`src/rtl/conv_row_sequencer.sv`:
```
// Single PE-row 1-D convolution sequencer: loads a filter and an ifmap row, MACs one tap per cycle,
// emits one psum per window and forwards the row downstream. Optional ZERO_SKIP_EN skips all-zero windows.
module conv_row_sequencer #(
    parameter int IFMAP_LENGTH  = 25,
    parameter int FILTER_TAPS   = 5,
    parameter int WEIGHT_WIDTH  = 8,
    parameter int PSUM_WIDTH    = 13,
    parameter int CONVS_PER_ROW = 21,
    parameter int ROWS          = 5
) (
    input  logic                                  clk,
    input  logic                                  reset,
    input  logic                                  filter_valid,
    output logic                                  filter_ready,
    input  logic [FILTER_TAPS*WEIGHT_WIDTH-1:0]   filter_data,
    input  logic                                  ifmap_valid,
    output logic                                  ifmap_ready,
    input  logic [IFMAP_LENGTH-1:0]               ifmap_data,
    output logic                                  psum_valid,
    input  logic                                  psum_ready,
    output logic [PSUM_WIDTH-1:0]                 psum_data,
    output logic [$clog2(CONVS_PER_ROW)-1:0]      psum_conv_idx,
    output logic [$clog2(ROWS)-1:0]               psum_row_idx,
    output logic                                  fwd_valid,
    input  logic                                  fwd_ready,
    output logic [IFMAP_LENGTH-1:0]               fwd_data,
    output logic                                  busy
);
    localparam int CW = $clog2(CONVS_PER_ROW);
    localparam int RW = $clog2(ROWS);
    localparam int TW = $clog2(FILTER_TAPS);
    localparam int PW = $clog2(IFMAP_LENGTH);

    typedef enum logic [2:0] {IDLE, WAIT_IFMAP, MAC, EMIT, FWD} state_t;

    state_t                                   state;
    logic                                     filterLoaded;
    logic [FILTER_TAPS-1:0][WEIGHT_WIDTH-1:0] weights;
    logic [IFMAP_LENGTH-1:0]                  ifmapRow;
    logic [CW-1:0]                            convIdx;
    logic [TW-1:0]                            tap;
    logic [RW-1:0]                            rowIdx;
    logic [PSUM_WIDTH-1:0]                    acc;
    logic                                     filterReady, ifmapReady, psumValid, fwdValid;

    logic                                     filterAcc, ifmapAcc;
    logic [PW-1:0]                            pos;
    logic [PSUM_WIDTH-1:0]                    term;

    assign filterAcc = filter_valid && filterReady;
    assign ifmapAcc  = ifmap_valid && ifmapReady;
    assign pos       = PW'(convIdx) + PW'(tap);
    assign term      = ifmapRow[pos] ? PSUM_WIDTH'(weights[tap]) : '0;

`ifdef ZERO_SKIP_EN
    logic windowZero;
    assign windowZero = (ifmapRow[convIdx +: FILTER_TAPS] == '0);
`endif

    always_ff @(posedge clk or posedge reset) begin
        if (reset) begin
            state        <= IDLE;
            filterLoaded <= 1'b0;
            weights      <= '0;
            ifmapRow     <= '0;
            convIdx      <= '0;
            tap          <= '0;
            rowIdx       <= '0;
            acc          <= '0;
            filterReady  <= 1'b0;
            ifmapReady   <= 1'b0;
            psumValid    <= 1'b0;
            fwdValid     <= 1'b0;
        end else begin
            case (state)
                IDLE: begin
                    filterReady <= 1'b1;
                    if (filterAcc) begin
                        weights      <= filter_data;
                        filterLoaded <= 1'b1;
                        ifmapReady   <= 1'b1;
                        state        <= WAIT_IFMAP;
                    end
                end
                WAIT_IFMAP: begin
                    // A filter accepted alongside the ifmap lands in the same edge, so it drives this row.
                    if (filterAcc) begin
                        weights      <= filter_data;
                        filterLoaded <= 1'b1;
                    end
                    if (ifmapAcc) begin
                        ifmapRow    <= ifmap_data;
                        convIdx     <= '0;
                        tap         <= '0;
                        acc         <= '0;
                        filterReady <= 1'b0;
                        ifmapReady  <= 1'b0;
                        state       <= MAC;
                    end else begin
                        filterReady <= 1'b1;
                        ifmapReady  <= filterLoaded || filterAcc;
                    end
                end
                MAC: begin
`ifdef ZERO_SKIP_EN
                    if (tap == '0 && windowZero) begin
                        acc       <= '0;
                        psumValid <= 1'b1;
                        state     <= EMIT;
                    end else
`endif
                    if (tap == TW'(FILTER_TAPS - 1)) begin
                        acc       <= acc + term;
                        psumValid <= 1'b1;
                        state     <= EMIT;
                    end else begin
                        acc <= acc + term;
                        tap <= tap + TW'(1);
                    end
                end
                EMIT: begin
                    if (psum_ready) begin
                        psumValid <= 1'b0;
                        if (convIdx == CW'(CONVS_PER_ROW - 1)) begin
                            fwdValid <= 1'b1;
                            state    <= FWD;
                        end else begin
                            convIdx <= convIdx + CW'(1);
                            tap     <= '0;
                            acc     <= '0;
                            state   <= MAC;
                        end
                    end
                end
                FWD: begin
                    if (fwd_ready) begin
                        fwdValid    <= 1'b0;
                        rowIdx      <= (rowIdx == RW'(ROWS - 1)) ? '0 : rowIdx + RW'(1);
                        filterReady <= 1'b1;
                        ifmapReady  <= filterLoaded;
                        state       <= WAIT_IFMAP;
                    end
                end
                default: state <= IDLE;
            endcase
        end
    end

    assign filter_ready  = filterReady;
    assign ifmap_ready   = ifmapReady;
    assign psum_valid    = psumValid;
    assign psum_data     = acc;
    assign psum_conv_idx = convIdx;
    assign psum_row_idx  = rowIdx;
    assign fwd_valid     = fwdValid;
    assign fwd_data      = ifmapRow;
    assign busy          = (state == MAC) || (state == EMIT) || (state == FWD);

endmodule

```
`config.mk`:
```
export PLATFORM = sky130hd
export DESIGN_NAME = conv_row_sequencer
export DESIGN_NICKNAME = d
export VERILOG_FILES = /design/src/rtl/conv_row_sequencer.sv
export SDC_FILE = /design/constraint.sdc
export NUM_CORES = 1
export LEC_CHECK = 0
export ABC_AREA = 1
export CORE_MARGIN = 4
export CORE_UTILIZATION = 45
export DETAILED_ROUTE_END_ITERATION = 7
export PLACE_DENSITY = 0.83
export SETUP_SLACK_MARGIN = 0.5
export SLEW_MARGIN = 20
export SYNTH_ARGS = -nofsm -noshare
export SYNTH_HDL_FRONTEND = slang
export SYNTH_SLANG_ARGS = --single-unit
```
`constraint.sdc`:
```
create_clock -name clk -period 4.6 [get_ports clk]
set_input_delay 0.69 -clock clk [delete_from_list [all_inputs] [get_ports clk]]
set_output_delay 0.69 -clock clk [all_outputs]
set_load 0.1 [all_outputs]
```
======== Yosys cells after proc, flatten, opt, wreduce, memory -nomap -nowiden ========
Index checks and enable logic that the tools add are counted.
Widths: inputs -> output; s select.
operators by class
  multiplexer cells ....................... 40
  reductions and logical operators ........ 23
  $lt $le $gt $ge ......................... 2
  $add $sub $neg .......................... 5
  eq/ne operators ......................... 15
operators with widths
  operator             count
  $mux 13              3
  $pmux 13 s3          1
  $mux 3               11
  $bmux 8 s3           1
  $mux 8               2
  $ne 2x2->1 const B   8
  $mux 5               3
  $pmux 3 s5           1
  $add 13x8->13        1
  $reduce_and 4->1     3
  $mux 1               11
  $pmux 5 s2           1
  $reduce_and 5->1     2
  $eq 3x3->1 const B   3
  $pmux 3 s3           1
  $reduce_and 2->1     4
  $add 3x1->3 const B  2
  $eq 3x2->1 const B   2
  $lt 5x6->1 const B   1
  $pmux 1 s3           2
  $reduce_and 3->1     2
  $reduce_bool 2->1    3
  $reduce_bool 3->1    2
  $add 5x1->5 const B  1
  10 further kinds     14
word-level totals
  logic and storage cells ................. 101
  bits of input ports ..................... 71
  register bits after elaboration ......... 97
  output and inout port bits .............. 51

======== Longest topological paths before layout ========
Gate-level depths: netlist of the first run.
  depth after elaboration ................. 6
  depth in mapped cells ................... 23
  depth with buffers taken out ............ 23

======== Worst setup path after synthesis of the first run ========
No wires, ideal clock.
  kind .................................... reg2reg
  start point ............................. register convIdx[0] (netlist: psum_conv_idx[0])
  end point ............................... register acc[8] (netlist: psum_data[8])
  buffers on the path ..................... 0
  data arrival time ....................... 3.781 ns
  cell stages (with the launch flop) ...... 21
  period minus slack after synthesis ...... 3.902 ns
  data required time ...................... 4.480 ns
  library setup time ...................... 0.120 ns
  setup slack ............................. 0.698 ns
  cells stage by stage .................... dfrtp_1 -> ha_1 -> fa_1 -> inv_1 -> nand3_1 -> nor2_1 -> nand2_1 -> nand3_1 -> nand2_1 -> nor2_1 -> ha_1 -> inv_1 -> fa_1 -> nor2_1 -> nand2_1 -> nand2_1 -> nand2_1 -> o211ai_1 -> nand2_1 -> nand3_1 -> nand2_1
on the way
  cells in the longest elaborated chain, start to end .. 6
  elaborated cells on any way between the ends .. 9
  those cells by class .................... 2 x add/sub; 2 x eq/ne; 4 x mux; 1 x reduce/logical
ends and longest elaborated chain
  item                          line      text
  start, declared               40        logic [CW-1:0] convIdx;
  start signal, assigned        128       convIdx <= convIdx + CW'(1);
  $add 5x3->5                   52        assign pos = PW'(convIdx) + PW'(tap);
  $bmux 1 s5                    53        assign term = ifmapRow[pos] ? PSUM_WIDTH'(weights[tap]) : '0;
  $mux 1 (implied by the code)  53
  $mux 8                        53
  $add 13x8->13                 113, 117
  $pmux 13 s3                   75        case (state)
  end signal, assigned          113       acc <= acc + term;
  end signal, assigned          117       acc <= acc + term;
  end, declared                 43        logic [PSUM_WIDTH-1:0] acc;
Several ways; a longest one is shown, not always the timed one. The select of a mux whose other input is x is not followed.
A chain may end at the register's enable or synchronous reset.

======== Final worst setup path of the first run ========
  start point ............................. register convIdx[0] (netlist: psum_conv_idx[0])
  end point ............................... register acc[12] (netlist: psum_data[12])
Same word-level chain as after synthesis.

==> flow_summary.json, run 1 <==
{
  "status": "complete, no violations",
  "synth_xor_area_frac": 0.0115,
  "cts_setup_buffers": 0,
  "synth_compound_area_frac": 0.0815,
  "synth.distinct_cells": 34,
  "die_y_um": 117,
  "crit_start": "psum_conv_idx[0]$_DFFE_PP0P_",
  "slowest_stage": "fa_2",
  "cp.required_ns": 4.84,
  "worstSetupStartpointType": "flop",
  "worst_r2r_path_depth": 21,
  "setup_viol": 0,
  "drive_gt1_frac": 0.127,
  "initial_utilization": 0.463,
  "worstHoldPathCells": 2,
  "final_max_slew_viol_count": 0,
  "grt_max_degree": 62,
  "grt_pass1_wl_um": 22500,
  "period_share": 0.808,
  "wl_per_cell_um": 15.8,
  "cts_tree": "done",
  "first_iter_violations": 393,
  "rrSetupSlack_ns": 0.88,
  "tns_ns": 0,
  "synth.avg_cell_area_um2": 8.75,
  "routed_wirelength_um": 13800,
  "vdd_ir_drop_max_mv": 0.300,
  "cts.sinks": 97,
  "grt_pass1_vias": 4726,
  "p_leak_uw": 0.00339,
  "synth_mux_area_frac": 0.126,
  "syn-num-nets": 697,
  "r2r-start": "psum_conv_idx[0]$_DFFE_PP0P_",
  "hold_path_class": "flop to flop",
  "synthAdderAreaFrac": 0.0476,
  "post-place-ws_ns": 0.860,
  "grt_usage": 0.208,
  "clock_path_buffers": 2,
  "cts_hold_buf": 0,
  "drc": 0,
  "routabilityCongestion": 0.941,
  "layout_setup_ws_ns": 0.883,
  "r2r-end": "psum_data[12]$_DFFE_PP0P_",
  "ys_seq_area_frac": 0.457,
  "coreArea_um2": 11500,
  "synth_top_family_by_area": "simple AND/OR/NAND/NOR gates",
  "h-tree-depth": 3,
  "final_util": 0.607,
  "rows": 39,
  "worst_pin_slew_ns": 1.01,
  "seq_area_um2": 2430,
  "area_growth_pct": 31.1,
  "ios": 122,
  "die_w_um": 117,
  "num_vias": 4721,
  "hold_viol": 0,
  "end_kind": "flop",
  "cap_violations": 0,
  "die_area_um2": 13600,
  "syn-instance-count": 607,
  "cts_made_buffers": 9,
  "p_per_area_nw_per_um2": 471,
  "max_freq_mhz": 269,
  "nFillCells": 930,
  "hp-start": "filterLoaded$_DFFE_PP0P_",
  "overflow": 0,
  "worstPathArrival_ns": 3.96,
  "cpMostUsedCell": "nand2_1",
  "drt-pass1-iter-count": 5,
  "rsz0062_at_grt": "false",
  "crit_chain": "ha_1 > fa_2 > inv_1 > nand3_1 > nand3_1 > nand2_1 > nand2_1 > nand3_1 > nand2_2 > nor2_1 > ha_1 > inv_1 > fa_1 > nor2_1 > nand2_1 > nand2_1 > nand3_1 > nand2_1 > nand2_1 > nand3_1 > nand2_1",
  "vias_per_cell": 5.40,
  "port-buffer-count": 121,
  "finalNetCount": 816,
  "skew_ns": 0.00844,
  "netlist_area_um2": 5310,
  "ys_warn_count": 0,
  "slew_headroom": 0.323,
  "antenna_cells": 0,
  "post_cts_resized": 0,
  "worstSetupPathType": "flop to flop",
  "multi_input_area_um2": 2590,
  "cts_root_buffer": "clkbuf_16",
  "ys_ff_latch": 97,
  "antenna_left": 0,
  "clk_pin_slew_ns": 0.07,
  "antenna_found_initial": 0,
  "dpl.hpwl_um": 10400,
  "min_delay_worst_endpoint": "filterLoaded$_DFFE_PP0P_",
  "critPathMaxStageDelay_ns": 0.61,
  "yosys.area_share.simple": 0.220,
  "post-route-min-period_ns": 3.72,
  "clock_latency_ns": 0.35,
  "crit_fanout": 8
}
[flip-flops by register name, summed over array words and instances, names as in the netlist]
register / cells
state: 3
filter_ready: 1
tap: 3
weights: 40
filterLoaded: 1
fwd_valid: 1
psum_row_idx: 3
ifmap_ready: 1
fwd_data: 25
psum_conv_idx: 5
psum_data: 13
psum_valid: 1
[metrics by stage]
step	cells	total power, µW	cell area, µm²	hold WS (ns)
floorplan	607	2060	5310	0.457
global placement	858	2370	6630	0.475
detailed placement	858	2430	6630	0.478
CTS	874	3260	6960	0.496
global route	874	3470	6970	0.525
finish	874	3280	6970	0.500
[cells by family (layout without fill, tap and decap cells)]
logic type	after synthesis	after routing
xor gates and xnor gates	7	7
muxes	56	56
buffers and inverters	70	194
and+or+nand+nor	276	276
AOI/OAI and AO/OA	82	82
adders and majority gates	19	19
DFF	97	97
[synth_stat cells (all sizes together)]
library cell  count  area, µm²
inv              53        199
a22o              1       8.76
clkinv            1       3.75
fa                2       40.0
nand4             5       31.3
dfrtp            97       2430
nand3b            2       15.0
nor2             65        274
xnor2             2       17.5
o31ai             1       7.51
mux2             56        668
nand2           145        552
o21a              1       7.51
xor2              5       43.8
nand3            52        260
o22ai             3       18.8
buf              13       86.3
clkbuf            3       11.3
nor3              4       20.0
a21oi            23        115
ha               17        213
o211ai            1       7.51
or2               3       18.8
o21ai            52        268
[cell type report]
| class | instances | share of cell area |
|---|---|---|
| multi-input cells | 440 | 0.372 |
| flip-flops and latches | 97 | 0.348 |
| repair buffers | 124 | 0.177 |
| clock buffers | 10 | 0.0343 |
| inverters | 54 | 0.0295 |
| well taps | 143 | 0.0257 |
| clock inverters | 6 | 0.0129 |
[routing by layer]
metal,wire length (µm),global-route usage,vias up
li1,-,-,2246
met1,5810,0.265,2286
met2,7120,0.359,165
met3,683,0.0389,24
met4,228,0.0657,0
met5,0,0,-
[where the power goes]
group	total, µW	internal (µW)	switching, µW
sequential	995	908	87.1
clock	827	493	334
combinational	1460	441	1010
[worst max-delay path: cells and delay by family, from the launching register on]
family	cells	cell delay, ns
adder cells (fa/ha/maj)	4	1.44
buffers and inverters	2	0.20
flip-flops	1	0.44
AND/OR/NAND/NOR	15	1.51
[cells in the final DEF (no fill, tap or decap), types with 2 or more instances in the layout]
master | synthesis | layout
mux2_1 | 3 | 3
nor2_2 | 3 | 3
nand2_1 | 142 | 141
clkdlybuf4s50_1 | 0 | 121
bufinv_16 | 0 | 2
o21ai_2 | 2 | 2
inv_2 | 4 | 4
clkbuf_16 | 0 | 9
o21ai_1 | 8 | 8
a21oi_1 | 23 | 23
xnor2_1 | 2 | 2
or2_2 | 3 | 3
mux2_2 | 43 | 43
mux2_4 | 10 | 10
nand2_2 | 3 | 4
nor3_1 | 4 | 4
nor2_1 | 59 | 59
inv_1 | 49 | 48
ha_1 | 17 | 17
xor2_1 | 5 | 5
nor2_4 | 3 | 3
nand4_1 | 5 | 5
o22ai_1 | 3 | 3
o21ai_0 | 42 | 42
nand3b_1 | 2 | 2
dfrtp_1 | 97 | 97
nand3_1 | 52 | 52
buf_4 | 1 | 3
[worst max-delay path by stage]
stage                                end  slack, ns  cells past startpoint
6_report       psum_data[12]$_DFFE_PP0P_       0.88                     21
5_1_grt        psum_data[12]$_DFFE_PP0P_       0.55                     21
3_3_place_gp    psum_data[8]$_DFFE_PP0P_       1.09                     21
4_1_cts        psum_data[12]$_DFFE_PP0P_       0.83                     21
3_5_place_dp   psum_data[12]$_DFFE_PP0P_       0.86                     21
2_1_floorplan   psum_data[8]$_DFFE_PP0P_       0.70                     20
No activity file was read; power rests on OpenSTA's default activity.
==> inputs of run 2 (changes only) <==
PLACE_DENSITY = 0.86   (was 0.83)
clock period = 3.1 ns   (was 4.6 ns; I/O delays follow)
==> flow_summary.json, run 2 (synthesis results as in run 1) <==
{
  "grt_max_degree": 48,
  "worstSetupStartpointType": "flop",
  "p_leak_uw": 0.00369,
  "die_w_um": 117,
  "post-place-ws_ns": -0.153,
  "first_iter_violations": 314,
  "final_cells": 908,
  "ios": 122,
  "layout_commonest_cell": "nand2_1",
  "dp_cells": 873,
  "regMostFlops": "weights",
  "final_max_slew_viol_count": 0,
  "coreArea_um2": 11500,
  "rsz0062_at_grt": "true",
  "finalNetCount": 850,
  "cts.sinks": 97,
  "hold_path_class": "input pin to asynchronous set/reset pin",
  "post_dp_cell_area_um2": 6730,
  "final_cell_mix": "128 x nand2_1, 94 x dfrtp_1, 81 x buf_4",
  "drc": 0,
  "max_freq_mhz": 305,
  "cts_root_buffer": "clkbuf_16",
  "port-buffer-count": 121,
  "cp.required_ns": 3.38,
  "grt_pass1_wl_um": 22800,
  "nFillCells": 875,
  "die_area_um2": 13600,
  "p_per_area_nw_per_um2": 755,
  "layout_setup_ws_ns": -0.180,
  "worstPathArrival_ns": 3.56,
  "area_growth_pct": 39.5,
  "end_kind": "flop",
  "hold_viol": 0,
  "grt_pass1_vias": 4903,
  "period_share": 1.06,
  "cap_violations": 0,
  "overflow": 0,
  "grt_usage": 0.212,
  "skew_ns": 0.0105,
  "initial_utilization": 0.463,
  "vias_per_cell": 5.38,
  "worst_pin_slew_ns": 0.767,
  "rrSetupSlack_ns": -0.18,
  "dpl.hpwl_um": 10600,
  "worst_r2r_path_depth": 20,
  "drive_gt1_frac": 0.314,
  "post-route-min-period_ns": 3.28,
  "cts_tree": "done",
  "drt-pass1-iter-count": 7,
  "clock_path_buffers": 2,
  "cts_made_buffers": 9,
  "fin_area_um2": 7410,
  "antenna_found_initial": 0,
  "routed_wirelength_um": 14600,
  "status": "finished, violations left",
  "setup_viol": 10,
  "antenna_cells": 0,
  "antenna_left": 0,
  "cts_hold_buf": 0,
  "clock_latency_ns": 0.35,
  "crit_fanout": 7,
  "slew_headroom": 0.487,
  "vdd_ir_drop_max_mv": 0.408,
  "largest_reg_flops": 40,
  "h-tree-depth": 3,
  "clk_pin_slew_ns": 0.07,
  "routabilityCongestion": 0.951,
  "worstSetupPathType": "flop to flop",
  "finalPower_uw": 5600,
  "r2r-start": "psum_conv_idx[0]$_DFFE_PP0P_",
  "violations": "setup timing",
  "wl_per_cell_um": 16.1,
  "num_vias": 4888,
  "die_y_um": 117,
  "r2r-end": "psum_data[6]$_DFFE_PP0P_",
  "rows": 39
}
## run 2: layer usage
| layer | vias to the layer above | routed length, µm | GRT usage |
|---|---|---|---|
| li1 | 2322 | - | - |
| met1 | 2370 | 6110 | 0.273 |
| met2 | 162 | 7430 | 0.363 |
| met3 | 34 | 719 | 0.0347 |
| met4 | 0 | 367 | 0.0726 |
| met5 | - | 0 | 0 |
## run 2: layout make-up
class                      instances  area [µm²]  area share
clock inverter                     6        40.0     0.00540
clock buffer                      10         239      0.0322
sequential                        97        2430       0.328
inverter                          54         209      0.0282
tap                              143         179      0.0241
timing repair buffer             158        1410       0.191
multi-input combinational        440        2900       0.391
## run 2: worst max-delay path: stages (launching register included)
cell,delay [ns]
dfrtp_2,0.43
ha_4,0.17
fa_2,0.64
inv_4,0.10
nand3_4,0.07
nand3_2,0.09
nand2_1,0.09
nand2_1,0.06
nand3_2,0.11
buf_4,0.12
buf_4,0.09
buf_4,0.09
nand3_2,0.06
fa_2,0.39
nor2_2,0.12
nand2_1,0.08
nand2_2,0.11
nand3_1,0.11
nand3_1,0.09
nand2_1,0.06
o21ai_1,0.14
## run 2: worst max-delay path by stage
stage | startpoint | endpoint | cells after the start | slack (ns)
after floorplan | psum_conv_idx[0]$_DFFE_PP0P_ | psum_data[8]$_DFFE_PP0P_ | 21 | -0.26
after global placement | tap[0]$_DFFE_PP0P_ | psum_data[8]$_DFFE_PP0P_ | 21 | -0.008
after detailed placement | psum_conv_idx[0]$_DFFE_PP0P_ | psum_data[6]$_DFFE_PP0P_ | 20 | -0.15
after CTS | psum_conv_idx[0]$_DFFE_PP0P_ | psum_data[6]$_DFFE_PP0P_ | 20 | -0.15
after global routing | psum_conv_idx[0]$_DFFE_PP0P_ | psum_data[8]$_DFFE_PP0P_ | 22 | -0.32
final | psum_conv_idx[0]$_DFFE_PP0P_ | psum_data[6]$_DFFE_PP0P_ | 20 | -0.18
## run 2: report_power, final
group          switching, µW  leakage, µW  internal (µW)  total, µW
combinational           1890      0.00229           1180       3070
clock                    506     0.000139            568       1070
sequential              98.4      0.00126           1350       1450
## run 2: per-stage QoR
stage / setup TNS, ns / utilization / hold WS (ns)
2_1_floorplan: -0.862 / - / 0.457
3_3_place_gp: -0.00814 / 0.587 / 0.474
5_1_grt: -2.42 / 0.647 / 0.449
6_report: -0.955 / 0.647 / 0.421
4_1_cts: -1.04 / 0.626 / 0.492
3_5_place_dp: -0.406 / 0.587 / 0.474
## run 2: what timing repair did
item,in CTS,in global routing
pin swaps,13,16
resized for setup,20,40
setup buffers,16,2
endpoints found under the setup margin,12,13
hold endpoints to repair,0,0
==> inputs of run 3 (changes only) <==
CORE_ASPECT_RATIO = 0.8   (was unset)
SKIP_LAST_GASP = 1   (was unset)
==> flow_summary.json, run 3 (synthesis results as in run 1) <==
{
  "worst_pin_slew_ns": 0.769,
  "die_y_um": 105,
  "antenna_found_initial": 0,
  "overflow": 0,
  "worst_r2r_path_depth": 21,
  "p_per_area_nw_per_um2": 766,
  "cap_violations": 0,
  "drt-pass1-iter-count": 5,
  "regMostFlops": "weights",
  "cp.required_ns": 3.33,
  "r2r-start": "psum_conv_idx[0]$_DFFE_PP0P_",
  "port-buffer-count": 121,
  "die_w_um": 129,
  "rsz0062_at_grt": "true",
  "dpl.hpwl_um": 10800,
  "clock_path_buffers": 2,
  "finalPower_uw": 5640,
  "fin_hold_ws_ns": 0.507,
  "antenna_left": 0,
  "slew_headroom": 0.486,
  "hold_viol": 0,
  "worstSetupStartpointType": "flop",
  "status": "finished, violations left",
  "routabilityCongestion": 0.938,
  "hold_path_class": "flop to flop",
  "worstSetupPathType": "flop to flop",
  "h-tree-depth": 3,
  "setup_viol": 11,
  "grt_max_degree": 50,
  "clk_pin_slew_ns": 0.07,
  "final_util": 0.639,
  "antenna_cells": 0,
  "hp-start": "filterLoaded$_DFFE_PP0P_",
  "skew_ns": 0.00919,
  "drc": 0,
  "initial_utilization": 0.461,
  "cts_root_buffer": "clkbuf_16",
  "rows": 35,
  "final_cell_mix": "131 x nand2_1, 94 x dfrtp_1, 80 x buf_4",
  "grt_pass1_wl_um": 24200,
  "end_kind": "flop",
  "max_freq_mhz": 298,
  "post_dp_cell_area_um2": 6710,
  "finalNetCount": 843,
  "final_max_slew_viol_count": 0,
  "vias_per_cell": 5.52,
  "crit_fanout": 7,
  "vdd_ir_drop_max_mv": 0.426,
  "die_area_um2": 13600,
  "cts_hold_buf": 0,
  "p_leak_uw": 0.00364,
  "r2r-end": "psum_data[8]$_DFFE_PP0P_",
  "min_delay_worst_endpoint": "filterLoaded$_DFFE_PP0P_",
  "num_vias": 4996,
  "period_share": 1.08,
  "cts.sinks": 97,
  "ios": 122,
  "fin_area_um2": 7360,
  "rrSetupSlack_ns": -0.25,
  "worstPathArrival_ns": 3.59,
  "violations": "setup timing",
  "routed_wirelength_um": 15600,
  "first_iter_violations": 376,
  "wl_per_cell_um": 17.2,
  "cts_made_buffers": 9,
  "coreArea_um2": 11500,
  "grt_pass1_vias": 4975,
  "post-route-min-period_ns": 3.35,
  "layout_commonest_cell": "nand2_1",
  "area_growth_pct": 38.5,
  "layout_setup_ws_ns": -0.253,
  "largest_reg_flops": 40,
  "clock_latency_ns": 0.35,
  "drive_gt1_frac": 0.299,
  "worstHoldPathCells": 2,
  "grt_usage": 0.219,
  "cts_tree": "done"
}
run 3: final cells by class:
type | instances | area, µm²
Timing Repair Buffer | 151 | 1320
Fill cell | 872 | 4160
Clock inverter | 5 | 87.6
Sequential cell | 97 | 2430
Tap cell | 148 | 185
Clock buffer | 10 | 239
Multi-Input combinational cell | 440 | 2880
Inverter | 54 | 211
run 3: where the power goes:
part	total, µW	internal (µW)	switching [µW]	leakage, µW
registers	1450	1350	103	0.00126
clock network	1230	734	499	0.000157
logic	2950	1050	1900	0.00223
total	5640	3130	2500	0.00364
run 3: routing by layer:
| metal | global-route usage | up-vias | part of all wire |
|---|---|---|---|
| met3 | 0.0501 | 45 | 0.073 |
| met2 | 0.352 | 235 | 0.48 |
| met1 | 0.296 | 2422 | 0.42 |
| met4 | 0.0675 | 0 | 0.032 |
| li1 | - | 2294 | - |
| met5 | 0 | - | 0 |
run 3: worst max-delay path by stage:
| stage | from | endpoint | slack [ns] | cells past startpoint |
|---|---|---|---|---|
| after floorplan | psum_conv_idx[0]$_DFFE_PP0P_ | psum_data[8]$_DFFE_PP0P_ | -0.26 | 21 |
| after global placement | psum_conv_idx[0]$_DFFE_PP0P_ | psum_data[8]$_DFFE_PP0P_ | 0.02 | 21 |
| after detailed placement | tap[0]$_DFFE_PP0P_ | psum_data[6]$_DFFE_PP0P_ | -0.16 | 20 |
| after CTS | psum_conv_idx[0]$_DFFE_PP0P_ | psum_data[6]$_DFFE_PP0P_ | -0.15 | 20 |
| after global routing | psum_conv_idx[0]$_DFFE_PP0P_ | psum_data[12]$_DFFE_PP0P_ | -0.39 | 21 |
| final | psum_conv_idx[0]$_DFFE_PP0P_ | psum_data[8]$_DFFE_PP0P_ | -0.25 | 21 |
run 3: repair_timing:
action / 4_1_cts / 5_1_grt
endpoints found under the setup margin: 12 / 12
setup buffers: 8 / 5
hold endpoints to repair: 0 / 0
pin swaps: 7 / 23
resized for setup: 18 / 36
run 3: critical path, stage by stage, from the launching register on:
cell	delay, ns
dfrtp_2	0.43
ha_4	0.18
fa_2	0.62
clkinv_4	0.13
nand3_4	0.10
nand3_2	0.07
nand2_1	0.10
nand2_2	0.06
nand3_4	0.09
nand2_4	0.05
nor2_2	0.09
ha_2	0.19
inv_2	0.05
fa_2	0.41
nor2_4	0.13
nand2_2	0.08
nand2_4	0.09
nand2_2	0.06
o211ai_1	0.08
nand2_1	0.08
nand3_1	0.08
nand2_1	0.05
run 3: through the flow:
step / setup TNS [ns] / std cells / setup WS, ns
6_report: -2.03 / 905 / -0.253
5_1_grt: -3.49 / 905 / -0.395
4_1_cts: -1.01 / 900 / -0.146
3_5_place_dp: -0.465 / 877 / -0.160
3_3_place_gp: 0 / 877 / 0.0194
2_1_floorplan: -0.862 / 607 / -0.256
